<file path="config.mk">
export PLATFORM = sky130hd
export DESIGN_NAME = jtdd_sdram_sched
export DESIGN_NICKNAME = d
export VERILOG_FILES = /design/src/rtl/jtdd_sdram_sched.sv
export SDC_FILE = /design/constraint.sdc
export NUM_CORES = 1
export LEC_CHECK = 0
export ABC_AREA = 1
export CORE_MARGIN = 4
export CORE_UTILIZATION = 46
export DETAILED_ROUTE_END_ITERATION = 10
export PLACE_DENSITY = 0.77
export SETUP_SLACK_MARGIN = 0.1
export SLEW_MARGIN = 5
export SYNTH_ARGS = -nofsm -noshare
export SYNTH_HDL_FRONTEND = slang
export SYNTH_SLANG_ARGS = --single-unit
</file>
<file path="constraint.sdc">
create_clock -name clk -period 2.4 [get_ports clk]
set_input_delay 0.24 -clock clk [delete_from_list [all_inputs] [get_ports clk]]
set_output_delay 0.24 -clock clk [all_outputs]
set_load 0.01 [all_outputs]
</file>
<file path="src/rtl/jtdd_sdram_sched.sv">
// Four-slot ROM read scheduler for the shared SDRAM port. Each slot has a one-word cache.
// Hits answer combinationally. Misses are arbitrated, with main first or round-robin, and are fetched over req/ack/data_rdy.
module jtdd_sdram_sched #(
    parameter int AW        = 22,
    parameter int MAIN_PRIO = 1
) (
    input  logic            clk,
    input  logic            rst_n,
    input  logic            downloading,
    input  logic [3:0]      slot_cs,
    input  logic [4*AW-1:0] slot_addr,
    output logic [3:0]      slot_ok,
    output logic [127:0]    slot_data,
    output logic            ready,
    output logic            sdram_req,
    input  logic            sdram_ack,
    output logic [AW-1:0]   sdram_addr,
    input  logic            data_rdy,
    input  logic [31:0]     data_read,
    output logic            refresh_en
);

    typedef enum logic [1:0] {
        ST_IDLE = 2'd0,
        ST_REQ  = 2'd1,
        ST_WAIT = 2'd2
    } state_t;

    state_t         state_r, state_nx_s;
    logic [AW-1:0]  tag_r [4];
    logic [31:0]    data_r [4];
    logic [3:0]     valid_r;
    logic [1:0]     cur_r, rr_ptr_r, grant_s, rr_nx_s;
    logic [2:0]     cand_s;
    logic           grant_vld_s, fill_s, dl_seen_r;
    logic [3:0]     hit_s, pend_s;
    logic [AW-1:0]  sdram_addr_r;
    logic           sdram_req_r, ready_r, refresh_en_r;

    assign slot_ok    = hit_s;
    assign sdram_req  = sdram_req_r;
    assign sdram_addr = sdram_addr_r;
    assign ready      = ready_r;
    assign refresh_en = refresh_en_r;

    // Cache hit detection and outstanding misses; the slot being fetched is not re-queued
    always_comb begin
        hit_s     = 4'd0;
        pend_s    = 4'd0;
        slot_data = 128'd0;
        for (int i = 0; i < 4; i++) begin
            hit_s[i]  = slot_cs[i] & valid_r[i] & (tag_r[i] == slot_addr[i*AW +: AW]);
            pend_s[i] = slot_cs[i] & ~hit_s[i] & ~((state_r != ST_IDLE) && (cur_r == 2'(i)));
            slot_data[i*32 +: 32] = data_r[i];
        end
    end

    // Arbitration: optional main priority, then round-robin starting at rr_ptr_r
    always_comb begin
        grant_s     = 2'd0;
        grant_vld_s = 1'b0;
        cand_s      = 3'd0;
        if ((MAIN_PRIO != 0) && pend_s[0]) begin
            grant_s     = 2'd0;
            grant_vld_s = 1'b1;
        end else begin
            for (int k = 0; k < 4; k++) begin
                cand_s = {1'b0, rr_ptr_r} + 3'(k);
                if (MAIN_PRIO != 0) begin
                    if (cand_s > 3'd3) cand_s = cand_s - 3'd3;
                    else               cand_s = cand_s;
                end else begin
                    cand_s = {1'b0, cand_s[1:0]};
                end
                if (!grant_vld_s && pend_s[cand_s[1:0]]) begin
                    grant_s     = cand_s[1:0];
                    grant_vld_s = 1'b1;
                end else begin
                    grant_s     = grant_s;
                end
            end
        end
        if (grant_s == 2'd3) rr_nx_s = (MAIN_PRIO != 0) ? 2'd1 : 2'd0;
        else                 rr_nx_s = grant_s + 2'd1;
    end

    // Next-state logic; ack with data in the same cycle completes directly
    always_comb begin
        state_nx_s = state_r;
        fill_s     = 1'b0;
        if (downloading) begin
            state_nx_s = ST_IDLE;
        end else begin
            case (state_r)
                ST_IDLE: begin
                    if (grant_vld_s) state_nx_s = ST_REQ;
                    else             state_nx_s = ST_IDLE;
                end
                ST_REQ: begin
                    if (sdram_ack && data_rdy) begin
                        fill_s     = 1'b1;
                        state_nx_s = ST_IDLE;
                    end else if (sdram_ack) begin
                        state_nx_s = ST_WAIT;
                    end else begin
                        state_nx_s = ST_REQ;
                    end
                end
                ST_WAIT: begin
                    if (data_rdy) begin
                        fill_s     = 1'b1;
                        state_nx_s = ST_IDLE;
                    end else begin
                        state_nx_s = ST_WAIT;
                    end
                end
                default: state_nx_s = ST_IDLE;
            endcase
        end
    end

    // State, request and grant bookkeeping registers
    always_ff @(posedge clk or negedge rst_n) begin
        if (!rst_n) begin
            state_r      <= ST_IDLE;
            sdram_req_r  <= 1'b0;
            sdram_addr_r <= '0;
            cur_r        <= 2'd0;
            rr_ptr_r     <= 2'd1;
        end else begin
            state_r     <= state_nx_s;
            sdram_req_r <= (state_nx_s == ST_REQ);
            if ((state_r == ST_IDLE) && (state_nx_s == ST_REQ)) begin
                sdram_addr_r <= slot_addr[grant_s*AW +: AW];
                cur_r        <= grant_s;
                rr_ptr_r     <= rr_nx_s;
            end
        end
    end

    // Cache fill, using the address that was issued rather than the slot's current address
    always_ff @(posedge clk or negedge rst_n) begin
        if (!rst_n) begin
            valid_r <= 4'd0;
            for (int i = 0; i < 4; i++) begin
                tag_r[i]  <= '0;
                data_r[i] <= 32'd0;
            end
        end else if (downloading) begin
            valid_r <= 4'd0;
        end else if (fill_s) begin
            data_r[cur_r]  <= data_read;
            tag_r[cur_r]   <= sdram_addr_r;
            valid_r[cur_r] <= 1'b1;
        end
    end

    // Ready after two idle cycles out of download; refresh allowed only when nothing is queued
    always_ff @(posedge clk or negedge rst_n) begin
        if (!rst_n) begin
            dl_seen_r    <= 1'b0;
            ready_r      <= 1'b0;
            refresh_en_r <= 1'b0;
        end else if (downloading) begin
            dl_seen_r    <= 1'b0;
            ready_r      <= 1'b0;
            refresh_en_r <= 1'b0;
        end else begin
            if (state_r == ST_IDLE) begin
                dl_seen_r <= 1'b1;
                if (dl_seen_r) ready_r <= 1'b1;
            end
            refresh_en_r <= ready_r & (state_r == ST_IDLE) & ~|pend_s;
        end
    end

endmodule
</file>
==> results.md, run 1 <==
* Status: finished with violations
* Violated checks: setup timing
* Normalized max-slew margin at 57.8%
* Cell-by-cell trace of the critical path: nand2_1 > o21ai_1 > nor2_2 > nand2_1 > nor2_2 > nand3_4 > nand2_2 > nand2_1 > nand3_2 > nand2_4 > nand2_1 > nand2_1 > nand2_1 > nand3_4 > nand3_4 > buf_6 > inv_8 > buf_12 > nand2_1 > nand2_1 > nand2_1 > nand3_1
* Worst EP required at 2.83 ns
* Die Y at 172 um
* Layout cells sized above 1 at 18.2%
* P_leak at 9.08 nW
* Maximum clock frequency at 372 MHz
* Nets at 2181
* Tmin final at 2.69 ns
* Overall routed net length at 44700 um
* Clock skew at 0.0160 ns
* Initial core utilization at 47.0%
* Worst Path Buf+Inv at 3
* Initial drt markers at 1067
* CP top delay family: simple AND/OR/NAND/NOR gates
* Max VDD drop at 0.791 mV
* First-pass GRT wire length at 66700 um
* Synth Register Bits at 252
* Total GRT Usage at 28.9%
* Crit path launch type: register
* Post-route ant nets at 0
* Die area at 29400 sq um
* # diodes at 0
* Crit path DAT at 3.11 ns
* Max clock buf depth at 3
* IO buf count at 285
* Initial antenna violation count at 2
* Syn_area_per_cell at 7.60 sq um
* Hold Vio Cnt, Final at 0
* Post-synth cell types at 36
* Vias/cell at 5.25
* H-tree Lvls at 1
* Slew @ Worst Pin at 0.634 ns
* Slew Limit Fails at 0
* Yosys warns at 0
* Routed via count at 12564
* Die W at 172 um
* Final setup TNS at -5.97 ns
* 1st-pass router iterations at 6
* Setup WS pre-CTS at -0.749 ns
* Cells after Synth at 1619
* Gr ovfl total at 0
* PwrDens at 1190 nW/um^2
* Crit end category: register
* CTS sink count at 252
* Synthesis-to-finish area growth at 50.0%
* Number of global-route vias before repair at 12411
* Crit Path Max Fanout at 5
* Max cap viols at 0
* Max incr delay on CP at 0.41 ns
* Syn Nets at 1755
* I/O pins at 286
* WL/cell at 18.7 um
* Row count at 59
* DPL Wire Length at 31300 um
* Finish-stage setup viols at 27
* Worst setup margin at -0.286 ns
* Most common cell after layout, fill and taps aside: nand2_1
* Sequential area share after synthesis at 51.2%
* Clock latency on the worst-skew pair at 0.55 ns
* Clock transition at path regs at 0.06 ns
* CP most frequent cell: nand2_1
* Drt drc at 0
* Core area at 26200 sq um
* Largest net degree at the start of global routing at 110
* Routability cong. at 0.973
* CTS buffer count at 27
* CTS tree: built
* Final Power at 0.0219 W
* Period Utilization, post-route at 112%
* CTS Root Cell: clkbuf_16
* Fin Hold WS at 0.285 ns
* RSZ-0062 raised after global routing: yes
* Critical-path top delay cell: dfrtp_1
* Mapped cell area at 12300 sq um
* Worst min-delay path class: in -> async
* Crit Path Class: reg -> reg
* Most frequent cells in the layout: nand2_1 (555), clkdlybuf4s50_1 (280), dfrtp_1 (251)
-- area by class of cell --
| type | count | area, sq um |
|---|---|---|
| clock buffer | 31 | 711 |
| fill | 1975 | 7740 |
| sequential | 252 | 6310 |
| timing repair buffer | 457 | 4510 |
| inverter | 224 | 853 |
| tap | 335 | 419 |
| clock inverter | 13 | 196 |
| multi-input combinational | 1083 | 5470 |
-- through the flow --
step | util, % | std cells | instance area, sq um
3_3_place_gp | 63.5 | 2320 | 16600
2_1_floorplan | - | 1619 | 12400
5_1_grt | 70.5 | 2395 | 18500
3_5_place_dp | 63.5 | 2320 | 16600
6_report | 70.5 | 2395 | 18500
4_1_cts | 68.8 | 2382 | 18000
-- registers in the layout (all words and copies together) (netlist names) --
name / count
ready: 1
tag_r: 88
sdram_req: 1
cur_r: 2
sdram_addr: 22
state_r: 2
slot_data: 128
valid_r: 4
refresh_en: 1
rr_ptr_r: 2
dl_seen_r: 1
-- cell usage after synthesis, drive strengths merged --
cell type  count  share of area [%]
nand2        598                 18
o21ai        253                 10
dfrtp        251                 51
inv          224                6.8
nand3        113                5.2
nor2          80                2.8
clkbuf        44                1.3
buf           18                1.1
nand4          9               0.75
ha             7               0.71
xnor2          7               0.50
a21boi         2               0.15
a21oi          2              0.081
nor4           2               0.10
o2111ai        2               0.14
a2111oi        1              0.071
a31oi          1              0.051
dfstp          1               0.21
nand3b         1              0.061
nor3b          1              0.061
nor4b          1              0.071
xor2           1              0.071
-- metal layers --
layer	vias up	GRT usage (%)	wire length [um]
li1	5885	-	-
met1	5913	36.1	17200
met2	638	46.5	20600
met3	124	9.01	4620
met4	4	12.5	2210
met5	-	0	32
-- power breakdown --
group	internal, W	switching, W	total (W)
combinational	0.00520	0.00576	0.0110
clock	0.00264	0.00174	0.00438
sequential	0.00558	0.00101	0.00659
total	0.0134	0.00851	0.0219
-- kinds of logic after synthesis --
family | share of synthesized area [%]
compound gates | 10.8
flops | 51.2
xor+xnor | 0.569
buf+inv | 9.24
simple gates | 27.4
fa+ha+maj | 0.712
-- timing repair --
action                     CTS  global route
hold endpoints to repair    66             0
setup buffers               15            12
setup endpoints to repair   31            54
resized for setup           91            84
gates cloned                 4             4
pin swaps                   39            25
hold buffers                 1             0
-- final timing paths --
path                            endpoint     startpoint  cells after the start  slack (ns)
max                        sdram_addr[6]       tag_r[3]                     22       -0.29
min                            tag_r[40]          rst_n                      2        0.29
max reg2reg                sdram_addr[6]       tag_r[3]                     22       -0.29
min reg2reg                slot_data[36]  slot_data[36]                      2        0.48
max in group asynchronous    rr_ptr_r[0]          rst_n                      3        1.29
min in group clk           slot_data[91]  data_read[27]                      3        0.32
(Power assumes the default switching activity.)
==> run 2: changes to the inputs <==
- CORE_UTILIZATION: 46 -> 45
- PLACE_DENSITY: 0.77 -> 0.76
==> results.md, run 2 (synthesis results as in run 1) <==
* P_leak at 9.14 nW (was 9.08 nW)
* CP top delay family: simple AND/OR/NAND/NOR gates (unchanged)
* Overall routed net length at 44500 um (was 44700 um)
* Worst setup margin at -0.347 ns (was -0.286 ns)
* Synthesis-to-finish area growth at 52.8% (was 50.0%)
* IO buf count at 285 (unchanged)
* Max clock buf depth at 3 (unchanged)
* Clock Power Share at 19.0% (was 20.0%)
* Critical-path top delay cell: dfrtp_1 (unchanged)
* Initial core utilization at 45.7% (was 47.0%)
* Slew Limit Fails at 0 (unchanged)
* Largest net degree at the start of global routing at 110 (unchanged)
* Initial drt markers at 1098 (was 1067)
* CP most frequent cell: nand2_1 (unchanged)
* Initial antenna violation count at 3 (was 2)
* WL/cell at 18.6 um (was 18.7 um)
* 1st-pass router iterations at 7 (was 6)
* Status: finished with violations (unchanged)
* Normalized max-slew margin at 69.0% (was 57.8%)
* Worst min-delay path class: in -> async (unchanged)
* CTS tree: built (unchanged)
* First-pass GRT wire length at 66200 um (was 66700 um)
* CTS sink count at 252 (unchanged)
* Cell-by-cell trace of the critical path: inv_1 > nand2_1 > o21ai_1 > nor2_2 > nand2_1 > nor2_2 > nand3_4 > nand3_2 > nand3_2 > nand2_4 > inv_2 > nor2_4 > nand3_1 > nand2_2 > nor2_4 > nor2_8 > buf_12 > nand3_2 > nand2_1 > nand2_1 > nand2_1 (was nand2_1 > o21ai_1 > nor2_2 > nand2_1 > nor2_2 > nand3_4 > nand2_2 > nand2_1 > nand3_2 > nand2_4 > nand2_1 > nand2_1 > nand2_1 > nand3_4 > nand3_4 > buf_6 > inv_8 > buf_12 > nand2_1 > nand2_1 > nand2_1 > nand3_1)
* Worst Path Buf+Inv at 3 (unchanged)
* Clock latency on the worst-skew pair at 0.54 ns (was 0.55 ns)
* Nets at 2172 (was 2181)
* Routability cong. at 0.993 (was 0.973)
* Finish-stage setup viols at 28 (was 27)
* Layout cells sized above 1 at 21.1% (was 18.2%)
* DPL Wire Length at 30500 um (was 31300 um)
* Number of global-route vias before repair at 12269 (was 12411)
* Maximum clock frequency at 364 MHz (was 372 MHz)
* Crit end category: register (unchanged)
* Register share of total power at 28.3% (was 30.0%)
* # diodes at 0 (unchanged)
* Vias/cell at 5.30 (was 5.25)
* Switching share of total power at 39.4% (was 38.8%)
* Max FFs per register at 128 (unchanged)
* Row count at 60 (was 59)
* Crit path launch type: register (unchanged)
* Die W at 173 um (was 172 um)
* Most frequent cells in the layout: nand2_1 (512), clkdlybuf4s50_1 (280), dfrtp_1 (251) (was nand2_1 (555), clkdlybuf4s50_1 (280), dfrtp_1 (251))
* Slew @ Worst Pin at 0.465 ns (was 0.634 ns)
* Violated checks: setup timing (unchanged)
* Routed via count at 12689 (was 12564)
* PwrDens at 1240 nW/um^2 (was 1190 nW/um^2)
* Max VDD drop at 0.854 mV (was 0.791 mV)
* H-tree Lvls at 1 (unchanged)
* Combinational share of power at 52.7% (was 50.0%)
* RSZ-0062 raised after global routing: yes (unchanged)
* Clock transition at path regs at 0.06 ns (about the same)
* Psw at 0.00916 W (was 0.00851 W)
* Fin Hold WS at 0.232 ns (was 0.285 ns)
* Crit Path Class: reg -> reg (unchanged)
* Max incr delay on CP at 0.36 ns (was 0.41 ns)
* Clock skew at 0.0122 ns (was 0.0160 ns)
* CTS Root Cell: clkbuf_16 (unchanged)
* Hold Vio Cnt, Final at 0 (unchanged)
* Tmin final at 2.75 ns (was 2.69 ns)
* Die area at 30100 sq um (was 29400 sq um)
* Crit path DAT at 3.22 ns (was 3.11 ns)
* Max cap viols at 0 (unchanged)
* P_int at 0.0141 W (was 0.0134 W)
* Gr ovfl total at 0 (unchanged)
* Setup WS pre-CTS at -0.793 ns (was -0.749 ns)
* CTS buffer count at 27 (unchanged)
* Period Utilization, post-route at 114% (was 112%)
* I/O pins at 286 (unchanged)
* Final Power at 0.0233 W (was 0.0219 W)
* Drt drc at 0 (unchanged)
* Total GRT Usage at 27.2% (was 28.9%)
* Core area at 27000 sq um (was 26200 sq um)
* Worst EP required at 2.87 ns (was 2.83 ns)
* Crit Path Max Fanout at 6 (was 5)
* Die Y at 173 um (was 172 um)
* Most common cell after layout, fill and taps aside: nand2_1 (unchanged)
* Post-route ant nets at 0 (unchanged)
-- run 2: changes by cell type in the layout (fill, tap and decap cells not counted), moves of 3 or more --
cell and delta:
buf_8 +4, clkinv_2 -4, clkbuf_8 +6, buf_4 -15, clkbuf_16 +3, nand2_1 -43, nand3_1 -19, nand2_4 +15
nand2_2 +28, buf_12 +3, nand3_2 +20
-- run 2: repair_timing --
action	CTS	global route
buffers inserted	8	14
pin swaps	18	75
gates resized for setup	87	178
hold endpoints to repair	51	0
gates cloned	1	9
endpoints found under the setup margin	31	31
hold buffers	1	0
-- run 2: path summary, 6_finish.rpt --
| path | from | to | slack [ns] | cells after the start |
|---|---|---|---|---|
| setup / recovery | tag_r[15] | sdram_addr[8] | -0.35 | 21 |
| setup reg to reg | tag_r[15] | sdram_addr[8] | -0.35 | 21 |
| hold reg to reg | valid_r[0] | valid_r[0] | 0.48 | 2 |
| min in group clk | data_read[24] | slot_data[120] | 0.32 | 3 |
| hold / removal | rst_n | slot_data[113] | 0.23 | 2 |
| max in group asynchronous | rst_n | tag_r[38] | 1.36 | 3 |
-- run 2: cell type report --
class	count	area (sq um)
fill	2015	8140
sequential	252	6310
multi-input combinational	1083	5770
timing repair buffer	448	4510
inverter	224	851
clock buffer	39	801
tap	341	427
clock inverter	7	139
-- run 2: routing by layer --
layer	share of wire [%]	vias up	GRT usage, %	routed length, um
li1	-	5872	-	-
met4	5.6	6	10.9	2480
met2	46	689	43.6	20600
met5	0.10	-	0	46
met3	10	168	7.66	4520
met1	38	5954	34.9	16800
-- run 2: power groups by stage --
stage               Combinational, W  Sequential, W  Clock [W]
floorplan                    0.00426        0.00680          0
global placement             0.00918        0.00653          0
detailed placement           0.00934        0.00658          0
CTS                          0.00992        0.00655    0.00448
global route                  0.0131        0.00674    0.00468
finish                        0.0123        0.00659    0.00443
-- run 2: worst reg2reg max path: stages, from the launching register on --
cell and delay (ns):
dfrtp_1 0.36, inv_1 0.06, nand2_1 0.08, o21ai_1 0.10, nor2_2 0.23, nand2_1 0.10, nor2_2 0.13, nand3_4 0.14
nand3_2 0.09, nand3_2 0.09, nand2_4 0.13, inv_2 0.06, nor2_4 0.13, nand3_1 0.12, nand2_2 0.11, nor2_4 0.06
nor2_8 0.20, buf_12 0.16, nand3_2 0.10, nand2_1 0.09, nand2_1 0.07, nand2_1 0.07
-- run 2: metrics by stage --
| step | setup TNS, ns | util (%) | instance area [sq um] | cells |
|---|---|---|---|---|
| after floorplan | 0 | - | 12400 | 1619 |
| after global placement | -19.50 | 61.7 | 16600 | 2319 |
| after detailed placement | -20.21 | 61.7 | 16600 | 2319 |
| after CTS | -3.63 | 66.4 | 17900 | 2374 |
| after global routing | -12.07 | 69.8 | 18800 | 2394 |
| final | -7.34 | 69.8 | 18800 | 2394 |
==> run 3: changes to the inputs <==
- ABC_AREA: 1 -> default
- CORE_MARGIN: 4 -> default
- PLACE_DENSITY: 0.76 -> 0.77
==> results.md, run 3 <==
* Status: finished with violations (unchanged)
* Violated checks: setup timing (unchanged)
* Max FFs per register at 128 (unchanged)
* Post-synth cell types at 51 (was 36)
* Sequential area share after synthesis at 55.6% (was 51.2%)
* Initial core utilization at 46.2% (was 45.7%)
* Gr ovfl total at 0 (unchanged)
* Maximum clock frequency at 313 MHz (was 364 MHz)
* Normalized max-slew margin at 59.6% (was 69.0%)
* # diodes at 0 (unchanged)
* Total GRT Usage at 26.9% (was 27.2%)
* H-tree Lvls at 1 (unchanged)
* Die area at 25900 sq um (was 30100 sq um)
* Most instantiated library cell after synthesis: dfrtp_1 (was nand2_1)
* Final Power at 0.0181 W (was 0.0233 W)
* Crit path launch: tag_r[67] (was tag_r[15])
* Synth Register Bits at 252 (unchanged)
* Core area at 24500 sq um (was 27000 sq um)
* Period Utilization, post-route at 133% (was 114%)
* RSZ-0062 raised after global routing: yes (unchanged)
* Mapped cell area at 11300 sq um (was 12300 sq um)
* Synth top cells by count: dfrtp_1 (251), mux2_2 (217), xor2_1 (73) (was nand2_1 (594), dfrtp_1 (251), o21ai_0 (230))
* WL/cell at 22.8 um (was 18.6 um)
* Psw at 0.00609 W (was 0.00916 W)
* CTS sink count at 252 (unchanged)
* Largest net degree at the start of global routing at 76 (was 110)
* Crit Path Max Fanout at 5 (was 6)
* CP top delay family: simple AND/OR/NAND/NOR gates (unchanged)
* Critical path depth in cells at 12 (was 21)
* CTS tree: built (unchanged)
* 1st-pass router iterations at 5 (was 7)
* Worst setup margin at -0.796 ns (was -0.347 ns)
* Number of global-route vias before repair at 8939 (was 12269)
* P_leak at 8.00 nW (was 9.14 nW)
* Routed via count at 8484 (was 12689)
* Setup WS pre-CTS at -1.26 ns (was -0.793 ns)
* Nets at 1346 (was 2172)
* Vias/cell at 5.46 (was 5.30)
* Cells after Synth at 815 (was 1619)
* Cell accounting for the most synthesized area: dfrtp_1 (unchanged)
* CTS Root Cell: clkbuf_16 (unchanged)
* P_int at 0.0120 W (was 0.0141 W)
* Clock transition at path regs at 0.06 ns (about the same)
* Crit end category: register (unchanged)
* IO buf count at 285 (unchanged)
* Drt drc at 0 (unchanged)
* Die W at 161 um (was 173 um)
* Crit path launch type: register (unchanged)
* Critical-path top delay cell: nor4_2 (was dfrtp_1)
* Routability cong. at 0.889 (was 0.993)
* Syn Nets at 951 (was 1755)
* Crit path DAT at 3.61 ns (was 3.22 ns)
* EDFF count, synth at 0 (unchanged)
* R2R depth at 12 (was 21)
* First-pass GRT wire length at 53000 um (was 66200 um)
* Finish-stage setup viols at 31 (was 28)
* Tmin final at 3.20 ns (was 2.75 ns)
* Post-route ant nets at 0 (unchanged)
* Crit Path Class: reg -> reg (unchanged)
* Cell-by-cell trace of the critical path: xor2_1 > nor4_2 > nand4_1 > o21ai_2 > mux4_2 > nand2_4 > o41ai_4 > buf_6 > nand2_8 > buf_6 > mux2i_2 > o221ai_1 (was inv_1 > nand2_1 > o21ai_1 > nor2_2 > nand2_1 > nor2_2 > nand3_4 > nand3_2 > nand3_2 > nand2_4 > inv_2 > nor2_4 > nand3_1 > nand2_2 > nor2_4 > nor2_8 > buf_12 > nand3_2 > nand2_1 > nand2_1 > nand2_1)
* Final setup TNS at -20.02 ns (was -7.34 ns)
* Worst min-delay path class: in -> async (unchanged)
* Area share of the largest cell type after synthesis at 55.4% (was 51.0%)
* Max clock buf depth at 3 (unchanged)
* DPL Wire Length at 24100 um (was 30500 um)
* Switching share of total power at 33.6% (was 39.4%)
* Register share of total power at 34.8% (was 28.3%)
* Most common cell after layout, fill and taps aside: clkdlybuf4s50_1 (was nand2_1)
* CP most frequent cell: buf_6 (was nand2_1)
* Most frequent cells in the layout: clkdlybuf4s50_1 (280), dfrtp_1 (251), mux2_2 (216) (was nand2_1 (512), clkdlybuf4s50_1 (280), dfrtp_1 (251))
* CTS buffer count at 28 (was 27)
* Syn_area_per_cell at 13.9 sq um (was 7.60 sq um)
* Max VDD drop at 0.735 mV (was 0.854 mV)
* Finished Core Util at 68.9% (was 69.8%)
* Row count at 57 (was 60)
* Layout cells sized above 1 at 37.0% (was 21.1%)
* Top post-synthesis cells by area: dfrtp_1 (55%), mux2_2 (22%), xor2_1 (5.6%) (was dfrtp_1 (51%), nand2_1 (18%), o21ai_0 (9.4%))
* Flop2flop setup slack at -0.80 ns (was -0.35 ns)
* Fin area at 16900 sq um (was 18800 sq um)
* Synthesis-to-finish area growth at 49.1% (was 52.8%)
* Initial drt markers at 568 (was 1098)
* Post-synthesis async set-or-reset flop share at 100% (unchanged)
* Max cap viols at 0 (unchanged)
* Worst EP required at 2.82 ns (was 2.87 ns)
* Hold Vio Cnt, Final at 0 (unchanged)
* Reg2reg start: tag_r[67] (was tag_r[15])
* Overall routed net length at 35400 um (was 44500 um)
* Clock skew at 0.00714 ns (was 0.0122 ns)
* Yosys warns at 0 (unchanged)
* Placed cell area at 15400 sq um (was 16600 sq um)
* Slew Limit Fails at 0 (unchanged)
* Initial antenna violation count at 0 (was 3)
* Clock Power Share at 23.1% (was 19.0%)
* Clock latency on the worst-skew pair at 0.55 ns (was 0.54 ns)
* Ys flop type: dfrtp_1 (unchanged)
* Max incr delay on CP at 0.40 ns (was 0.36 ns)
* Slew @ Worst Pin at 0.606 ns (was 0.465 ns)
* Fill count at 1692 (was 2015)
* PwrDens at 1070 nW/um^2 (was 1240 nW/um^2)
* Die Y at 161 um (was 173 um)
* Combinational share of power at 42.2% (was 52.7%)
* I/O pins at 286 (unchanged)
* Worst Path Buf+Inv at 2 (was 3)
-- run 3: changes by cell type after synthesis, moves of 11 or more --
cell      before  now
mux2_2         0  217
o21ai_0      230    4
nor4_1         2   16
o21ai_1       22    2
nor2_1        75   13
mux2i_1        0   50
nand3_1      100    4
clkbuf_1      44   31
xor2_1         1   73
nand3_2       11    0
inv_1        215   10
o221ai_1       0   22
nand2_1      594   35
-- run 3: layout make-up --
cell class                 instances  area (sq um)  area share, %
clock buffer                      38           778           4.60
multi-input combinational        513          5220           30.8
tap                              324           405           2.40
sequential                       252          6310           37.3
inverter                          10          40.0          0.237
timing repair buffer             405          4050           24.0
clock inverter                    13           113          0.666
-- run 3: kinds of logic (layout without fill, tap and decap cells) --
group / Yosys count / in the layout / share of synthesized area [%]
mux: 269 / 269 / 26.4
flops: 252 / 252 / 55.6
simple gates: 98 / 98 / 4.48
xor+xnor: 88 / 88 / 6.79
compound gates: 51 / 51 / 4.04
buf+inv: 50 / 466 / 1.95
fa+ha+maj: 7 / 7 / 0.772
-- run 3: routing by layer --
layer  vias up  GRT usage (%)  wire length (um)
li1       3725              -                 -
met4         0           12.1              1670
met5         -              0                 0
met3        97           6.87              2620
met1      4309           33.8             14000
met2       353           43.8             17100
-- run 3: power groups by stage --
stage,combinational (W),sequential (W),clock (W)
after global placement,0.00640,0.00627,0
after detailed placement,0.00650,0.00632,0
after CTS,0.00696,0.00628,0.00424
final,0.00763,0.00630,0.00417
after global routing,0.00801,0.00645,0.00439
after floorplan,0.00301,0.00647,0
-- run 3: through the flow --
stage,cells,hold slack (ns)
final,1555,0.275
after global routing,1555,0.315
after CTS,1549,0.274
after detailed placement,1483,0.274
after global placement,1483,0.272
after floorplan,815,-0.0556
-- run 3: path summary, 6_finish.rpt --
kind | to
max in group asynchronous | rr_ptr_r[0]
min in group clk | slot_data[119]
worst max-delay path | sdram_addr[1]
worst min register to register | slot_data[33]
worst min-delay path | slot_data[96]
worst max register to register | sdram_addr[1]
-- run 3: worst register-to-register path, cell delays in order, from the launching register on --
cell	delay, ns
dfrtp_1	0.38
xor2_1	0.21
nor4_2	0.40
nand4_1	0.25
o21ai_2	0.32
mux4_2	0.34
nand2_4	0.09
o41ai_4	0.33
buf_6	0.18
nand2_8	0.09
buf_6	0.16
mux2i_2	0.20
o221ai_1	0.13
-- run 3: repair_timing --
action                                  in CTS  in global routing
resized for setup                           61                 42
setup buffers                               14                  3
pin swaps                                    8                 15
endpoints found under the hold margin       70                  0
hold buffers                                 1                  0
gates cloned                                 1                  4
endpoints found under the setup margin      35                 34
